$ cat src/rtl/cpu_counters_if.sv
// CSR access bus between the execute stage (master) and the counter unit (slave).
// csr_rd/csr_wr are single-cycle strobes (never both high) qualified by csr_adr/csr_di;
// the slave has no back-pressure and answers with registered csr_do/csr_ok one edge later.
interface cpu_counters_if;
  logic        csr_rd;
  logic        csr_wr;
  logic [11:0] csr_adr;
  logic [31:0] csr_di;
  logic [31:0] csr_do;
  logic        csr_ok;

  modport master (output csr_rd, csr_wr, csr_adr, csr_di, input csr_do, csr_ok);
  modport slave  (input csr_rd, csr_wr, csr_adr, csr_di, output csr_do, csr_ok);
endinterface

$ cat src/rtl/cpu_counters.sv
// 64-bit cycle/time/instret counters with the user-level CSR read path
// and machine-mode writes to mcycle/minstret.
module cpu_counters #(
  parameter int unsigned F_CLK   = 12_000_000,
  parameter int unsigned TIME_HZ = 1_000_000
) (
  input  logic           clk,
  input  logic           n_reset,
  input  logic           en,
  input  logic           retire,
  cpu_counters_if.slave  csr
);
  localparam int unsigned DIV = F_CLK / TIME_HZ;
  localparam int unsigned PW  = (DIV > 1) ? $clog2(DIV) : 1;
  localparam logic [PW-1:0] PRE_MAX = PW'(DIV - 1);

  if ((TIME_HZ == 0) || (F_CLK < TIME_HZ) || ((F_CLK % TIME_HZ) != 0)) begin : g_bad_ratio
    $error("cpu_counters: F_CLK must be a non-zero integer multiple of TIME_HZ");
  end

  logic [63:0]   r_cycle;
  logic [63:0]   r_time;
  logic [63:0]   r_instret;
  logic [PW-1:0] r_pre;
  logic [31:0]   r_csr_do;
  logic          r_csr_ok;

  logic [31:0] w_rd_val;
  logic        w_rd_hit;
  logic        w_wr_cyc_lo;
  logic        w_wr_cyc_hi;
  logic        w_wr_ir_lo;
  logic        w_wr_ir_hi;
  logic        w_wr_hit;

  always_comb begin
    w_rd_val = 32'd0;
    w_rd_hit = 1'b1;
    case (csr.csr_adr)
      12'hC00, 12'hB00: w_rd_val = r_cycle[31:0];
      12'hC80, 12'hB80: w_rd_val = r_cycle[63:32];
      12'hC01:          w_rd_val = r_time[31:0];
      12'hC81:          w_rd_val = r_time[63:32];
      12'hC02, 12'hB02: w_rd_val = r_instret[31:0];
      12'hC82, 12'hB82: w_rd_val = r_instret[63:32];
      default:          w_rd_hit = 1'b0;
    endcase
  end

  // Only the machine-mode aliases are writable; user-level and time addresses fall through.
  assign w_wr_cyc_lo = csr.csr_wr && (csr.csr_adr == 12'hB00);
  assign w_wr_cyc_hi = csr.csr_wr && (csr.csr_adr == 12'hB80);
  assign w_wr_ir_lo  = csr.csr_wr && (csr.csr_adr == 12'hB02);
  assign w_wr_ir_hi  = csr.csr_wr && (csr.csr_adr == 12'hB82);
  assign w_wr_hit    = w_wr_cyc_lo || w_wr_cyc_hi || w_wr_ir_lo || w_wr_ir_hi;

  always_ff @(posedge clk or negedge n_reset) begin
    if (!n_reset) begin
      r_cycle   <= 64'd0;
      r_time    <= 64'd0;
      r_instret <= 64'd0;
      r_pre     <= '0;
      r_csr_do  <= 32'd0;
      r_csr_ok  <= 1'b0;
    end else if (!en) begin
      r_cycle   <= 64'd0;
      r_time    <= 64'd0;
      r_instret <= 64'd0;
      r_pre     <= '0;
      r_csr_do  <= 32'd0;
      r_csr_ok  <= csr.csr_rd && w_rd_hit;
    end else begin
      if (w_wr_cyc_lo)      r_cycle <= {r_cycle[63:32], csr.csr_di};
      else if (w_wr_cyc_hi) r_cycle <= {csr.csr_di, r_cycle[31:0]};
      else                  r_cycle <= r_cycle + 64'd1;

      if (w_wr_ir_lo)       r_instret <= {r_instret[63:32], csr.csr_di};
      else if (w_wr_ir_hi)  r_instret <= {csr.csr_di, r_instret[31:0]};
      else if (retire)      r_instret <= r_instret + 64'd1;

      if (r_pre == PRE_MAX) begin
        r_pre  <= '0;
        r_time <= r_time + 64'd1;
      end else begin
        r_pre  <= r_pre + 1'b1;
      end

      if (csr.csr_rd) begin
        r_csr_do <= w_rd_val;
        r_csr_ok <= w_rd_hit;
      end else if (csr.csr_wr) begin
        r_csr_do <= 32'd0;
        r_csr_ok <= w_wr_hit;
      end
    end
  end

  assign csr.csr_do = r_csr_do;
  assign csr.csr_ok = r_csr_ok;
endmodule

$ cat src/flat_wrapper.sv
// flat-port wrapper written by rule: the top's interface ports become plain ports
module cpu_counters_flat 
#(
  parameter int unsigned F_CLK   = 12_000_000,
  parameter int unsigned TIME_HZ = 1_000_000
)
  (clk, n_reset, en, retire, csr_csr_rd, csr_csr_wr, csr_csr_adr, csr_csr_di, csr_csr_do, csr_csr_ok);
  cpu_counters_if csr_i ();
  input  logic clk;
  input  logic n_reset;
  input  logic en;
  input  logic retire;
  input wire logic [$bits(csr_i.csr_rd)-1:0] csr_csr_rd;
  input wire logic [$bits(csr_i.csr_wr)-1:0] csr_csr_wr;
  input wire logic [$bits(csr_i.csr_adr)-1:0] csr_csr_adr;
  input wire logic [$bits(csr_i.csr_di)-1:0] csr_csr_di;
  output wire logic [$bits(csr_i.csr_do)-1:0] csr_csr_do;
  output wire logic [$bits(csr_i.csr_ok)-1:0] csr_csr_ok;
  assign csr_i.csr_rd = csr_csr_rd;
  assign csr_i.csr_wr = csr_csr_wr;
  assign csr_i.csr_adr = csr_csr_adr;
  assign csr_i.csr_di = csr_csr_di;
  assign csr_csr_do = csr_i.csr_do;
  assign csr_csr_ok = csr_i.csr_ok;
  cpu_counters #(.F_CLK(F_CLK), .TIME_HZ(TIME_HZ)) u_core (.clk(clk), .n_reset(n_reset), .en(en), .retire(retire), .csr(csr_i));
endmodule
$ cat config.mk
export PLATFORM = sky130hd
export DESIGN_NAME = cpu_counters_flat
export DESIGN_NICKNAME = d
export VERILOG_FILES = /design/src/rtl/cpu_counters_if.sv /design/src/rtl/cpu_counters.sv /design/src/flat_wrapper.sv
export SDC_FILE = /design/constraint.sdc
export NUM_CORES = 1
export LEC_CHECK = 0
export CORE_ASPECT_RATIO = 1.75
export CORE_MARGIN = 5
export CORE_UTILIZATION = 45
export CTS_BUF_LIST = sky130_fd_sc_hd__clkbuf_4 sky130_fd_sc_hd__clkbuf_8 sky130_fd_sc_hd__clkbuf_16
export DETAILED_ROUTE_END_ITERATION = 12
export PLACE_DENSITY = 0.68
export SLEW_MARGIN = 20
export SYNTH_ARGS = -nofsm -noshare
export SYNTH_HDL_FRONTEND = slang
export SYNTH_SLANG_ARGS = --single-unit
$ cat constraint.sdc
create_clock -name clk -period 6.4 [get_ports clk]
set_input_delay 1.28 -clock clk [delete_from_list [all_inputs] [get_ports clk]]
set_output_delay 1.28 -clock clk [all_outputs]
set_load 0.005 [all_outputs]
# Word level (Yosys, flattened, before mapping)
# Cells that the tools add are included.
# word_totals
out_inout_bits,33
register_bits,229
word_cells,65
# classes
eq_ne,19
n_addsub,4
muxes,19
reduce_logical,15
# ops
op,count
64-bit two-way mux,9
"64-bit by 1-bit adder with 64-bit output, second input constant",3
32-bit one-hot mux with 6 select lines,1
"12-bit equality test, second input constant",10
32-bit two-way mux,3
10-bit OR reduction,1
"3-bit by 1-bit != test with 1-bit output, second input constant",3
4-bit two-way mux,2
2-bit OR reduction,4
"3-bit by 2-bit != test with 1-bit output, second input constant",2
1-bit logical AND,5
"4-bit by 1-bit adder with 4-bit output, second input constant",1
"4-bit equality test, second input constant",1
1-bit two-way mux,4
"2-bit != test, second input constant",2
2-bit AND reduction,2
1-bit logical OR,3
"2-bit by 1-bit != test with 1-bit output, second input constant",1

# Logic depth before layout (Yosys ltp)
# depth
word_depth,8
mapped_depth,10

# Least setup slack after synthesis
# OpenSTA, ideal clock, no wires.
# synth_timing
path_kind,input -> register
startpoint,in csr_csr_adr[3]
endpoint,reg u_core.r_instret[25]
setup_time_ps,141
cell_stages,8
path_slack_ps,3046
t_arrival_ps,3213
t_required_ps,6259
path_cell_list,or4_1 -> clkbuf_1 -> o41ai_2 -> clkbuf_1 -> nand2_1 -> clkbuf_1 -> nand3b_1 -> nand3_1
# synth_between
elab_chain_cells,4
elab_cells_between_ends,9
# synth_lines
element,line,text
"start, declared",flat_wrapper.sv:15,input wire logic [$bits(csr_i.csr_adr)-1:0] csr_csr_adr;
12-bit equality test (on tied branches),"cpu_counters.sv:54, cpu_counters.sv:53",
1-bit logical AND (on tied branches),"cpu_counters.sv:54, cpu_counters.sv:53",
"3-bit by 2-bit != test with 1-bit output (no line), or another cell as far along",-,
2-bit AND reduction (no line) or 64-bit two-way mux (tied branches),-,
"end signal, assigned",cpu_counters.sv:77,"if (w_wr_ir_lo) r_instret <= {r_instret[63:32], csr.csr_di};"
"end signal, assigned",cpu_counters.sv:78,"else if (w_wr_ir_hi) r_instret <= {csr.csr_di, r_instret[31:0]};"
"end signal, assigned",cpu_counters.sv:79,else if (retire) r_instret <= r_instret + 64'd1;
"end, declared",cpu_counters.sv:23,logic [63:0] r_instret;
# Several ways; a longest one is shown, not always the timed one. The select of a mux whose other input is x is not followed.
# A chain may end at the register's enable or synchronous reset.

# Worst setup path after layout
# layout_timing
startpoint,in csr_csr_adr[3]
endpoint,reg u_core.r_instret[34]
# layout_between
elab_chain_cells,5
elab_cells_between_ends,10
# layout_lines
element,line,text
12-bit equality test,cpu_counters.sv:54,assign w_wr_ir_hi = csr.csr_wr && (csr.csr_adr == 12'hB82);
1-bit logical AND,cpu_counters.sv:54,
64-bit two-way mux,cpu_counters.sv:78,
64-bit two-way mux,cpu_counters.sv:77,
64-bit two-way mux,cpu_counters.sv:65,end else if (!en) begin
# Several ways; a longest one is shown, not always the timed one. The select of a mux whose other input is x is not followed.

==> out/metrics.csv <==
metric,value,unit
fin_skew,0.0103,ns
post-route-min-period,3.78,ns
rsz0062_at_grt,no,
crit_fanout,17,
crit_top_cell,or4_1,
grt_usage,0.306,
initial_core_util,0.456,
cp.required,6.80,ns
antenna_found_initial,1,
via_per_inst,6.82,
grt_pass1_vias,13900,
drv_cap,0,
status,"finished, final reports clean",
yosysMostFrequentCell,dfrtp_1,
max_stage_delay,0.90,ns
tns,0,ns
n_antenna_cell,0,
yosysTopAreaCell,dfrtp_1,
cts_buffer_depth,3,
p_leak,6.16,nW
synth_top_family_by_area,simple AND/OR/NAND/NOR gates,
netlist_top_cells_area,"dfrtp_1 40%, a21oi_1 4.3%, nor2_1 4.0%",
yosys_register_bits,229,
slew_headroom,0.254,
hold_viol,0,
power,0.00327,W
cts_root_buf,clkbuf_16,
synth.top_cells.by_count,"229 x dfrtp_1, 153 x nor2_1, 151 x nand2_1, 125 x a21oi_1, 100 x o21ai_0",
nFillCells,2952,
synth_edf_count,0,
yosys-mux-area-fraction,0.0370,
crit_family,simple AND/OR/NAND/NOR gates,
cts_buffers,24,
clk-insertion-delay-late,0.55,ns
worst-setup-path-type,input pin to register,
nNetsFinal,1779,
yosys.area_share.simple,0.262,
synthDominantCellAreaShare,0.398,
drv_slew,0,
avgSynthCellArea,8.46,sq um
htree_levels,1,
crit_chain,"clkdlybuf4s50_1, or4_1, or4_1, nand2_1, nor2_1, o21ai_0, o311ai_0",
hold_path_class,register to register,
clk_pin_slew,0.07,ns
row_count,86,
core_area,31500,sq um
finalCritPeriodShare,0.591,
drt-pass1-iter-count,8,
crit_slowest_cell,or4_1,
ys.warnings.count,0,
clock.fmax,264,MHz
io_pins,83,
synth_cells,1700,
ys_types,67,
synth-seq-area-share,0.398,
final-setup-viol-count,0,
syn_nets,1754,
worstSetupEndpointType,register,
postCtsSetupBuffers,0,
powerDensity,198,nW/um^2
post_cts_resized,0,
syn_area,14400,sq um
post-route-drc-count,0,
synth_fa_ha_area_frac,0.00348,
peakVddDrop,0.221,mV
area_delta_synth_final,14.6,%
ctsHoldBuffers,0,
gp_congestion,0.990,
yosys.area_share.xor_xnor,0.0505,
drt-total-wl,57.0,mm
grt_max_degree,140,
dr_total_vias,14600,
gr-total-overflow,0,
async_flop_share,1.00,
routedWlPerCell,26.6,um
cts_tree,yes,
startpoint_type,input pin,
ys.flop_type,dfrtp_1,
crit_arrival,4.18,ns
die_h,247,um
die_x,145,um
clock_sinks,229,
dieArea,35800,sq um
synth_compound_area_frac,0.210,
port_buffers,82,
drt_iter0_drc,1579,
ant_nets,0,
dpl.hpwl,41.7,mm
worst-path-buf-inv,1,
grt_pass1_wl,86.5,mm
layout-drive-gt1-share,0.0660,
tightest_slew,1.12,ns
-- routing by layer --
layer	wire (um)	up-vias	share of wire	track usage
met3	4120	220	0.072	0.0359
met4	4210	2	0.074	0.194
met1	19600	7122	0.34	0.346
met2	29000	786	0.51	0.543
li1	-	6467	-	-
met5	8	-	0.00014	0
-- path summary, 6_finish.rpt --
path,startpoint,end,slack [ns],depth (start not counted)
min in group asynchronous,n_reset,u_core.r_time[5],0.73,1
max reg2reg,u_core.r_instret[19],u_core.r_instret[57],3.02,6
min,u_core.r_pre[0],u_core.r_pre[0],0.46,1
min reg2reg,u_core.r_pre[0],u_core.r_pre[0],0.46,1
max in group asynchronous,n_reset,u_core.csr.csr_do[30],4.37,2
max,csr_csr_adr[3],u_core.r_instret[34],2.62,7
-- cell families (layout without fill, tap and decap cells) --
kind of cell    after synthesis  after routing
fa+ha+maj                     4              4
xor+xnor                     83             83
flops                       229            229
mux                          53             53
simple gates                726            726
compound gates              463            463
buf+inv                     142            185
-- cells in the final DEF (no fill, tap or decap), types with 9 or more instances in the layout --
master           count
clkdlybuf4s50_1     80
or4_1               10
a32oi_1              9
o21a_1              11
nand2_1            151
or3_1               23
nor4_1              42
o211ai_1            45
o21ai_0            100
xnor2_1             44
a211oi_1            16
o22ai_1             22
a222oi_1            32
nand3_1             91
inv_1               27
mux2i_1             52
nand4_1             64
a22o_1              32
clkbuf_16           25
xor2_1              39
and2_1              16
a21oi_1            125
buf_4               31
and3_1              33
nor3_1              71
nor2_1             151
and4_1              13
a31oi_1             30
nor2b_1             10
dfrtp_1            229
-- final cells by class --
class	count	area, sq um	share of cell area
Multi-Input combinational cell	1329	8200	0.497
Sequential cell	229	5730	0.348
Timing Repair Buffer	113	1070	0.0648
Clock buffer	36	739	0.0449
Tap cell	396	495	0.0301
Clock inverter	8	140	0.00850
Inverter	28	108	0.00653
-- registers in the layout (all words and copies together), names as in the netlist --
name / cells
u_core.csr.csr_ok: 1
u_core.r_instret: 64
u_core.r_time: 64
u_core.r_cycle: 64
u_core.r_pre: 4
u_core.csr.csr_do: 32
-- through the flow --
| stage | cell area, sq um | instances | utilization | hold slack, ns | setup slack (ns) |
|---|---|---|---|---|---|
| final | 16500 | 2139 | 0.523 | 0.461 | 2.62 |
| after global routing | 16500 | 2139 | 0.523 | 0.486 | 2.45 |
| after CTS | 16500 | 2139 | 0.523 | 0.463 | 2.51 |
| after detailed placement | 15600 | 2095 | 0.495 | 0.455 | 1.95 |
| after global placement | 15600 | 2095 | 0.494 | 0.452 | 2.06 |
| after floorplan | 14400 | 1700 | - | 0.437 | 3.05 |
-- report_power, final --
group	total (W)	internal, W	switching [W]
Clock	0.00160	0.000959	0.000640
Combinational	0.000205	0.0000602	0.000145
Sequential	0.00146	0.00145	0.00000867
Total	0.00327	0.00247	0.000794
Power figures use the tool's default switching activity.
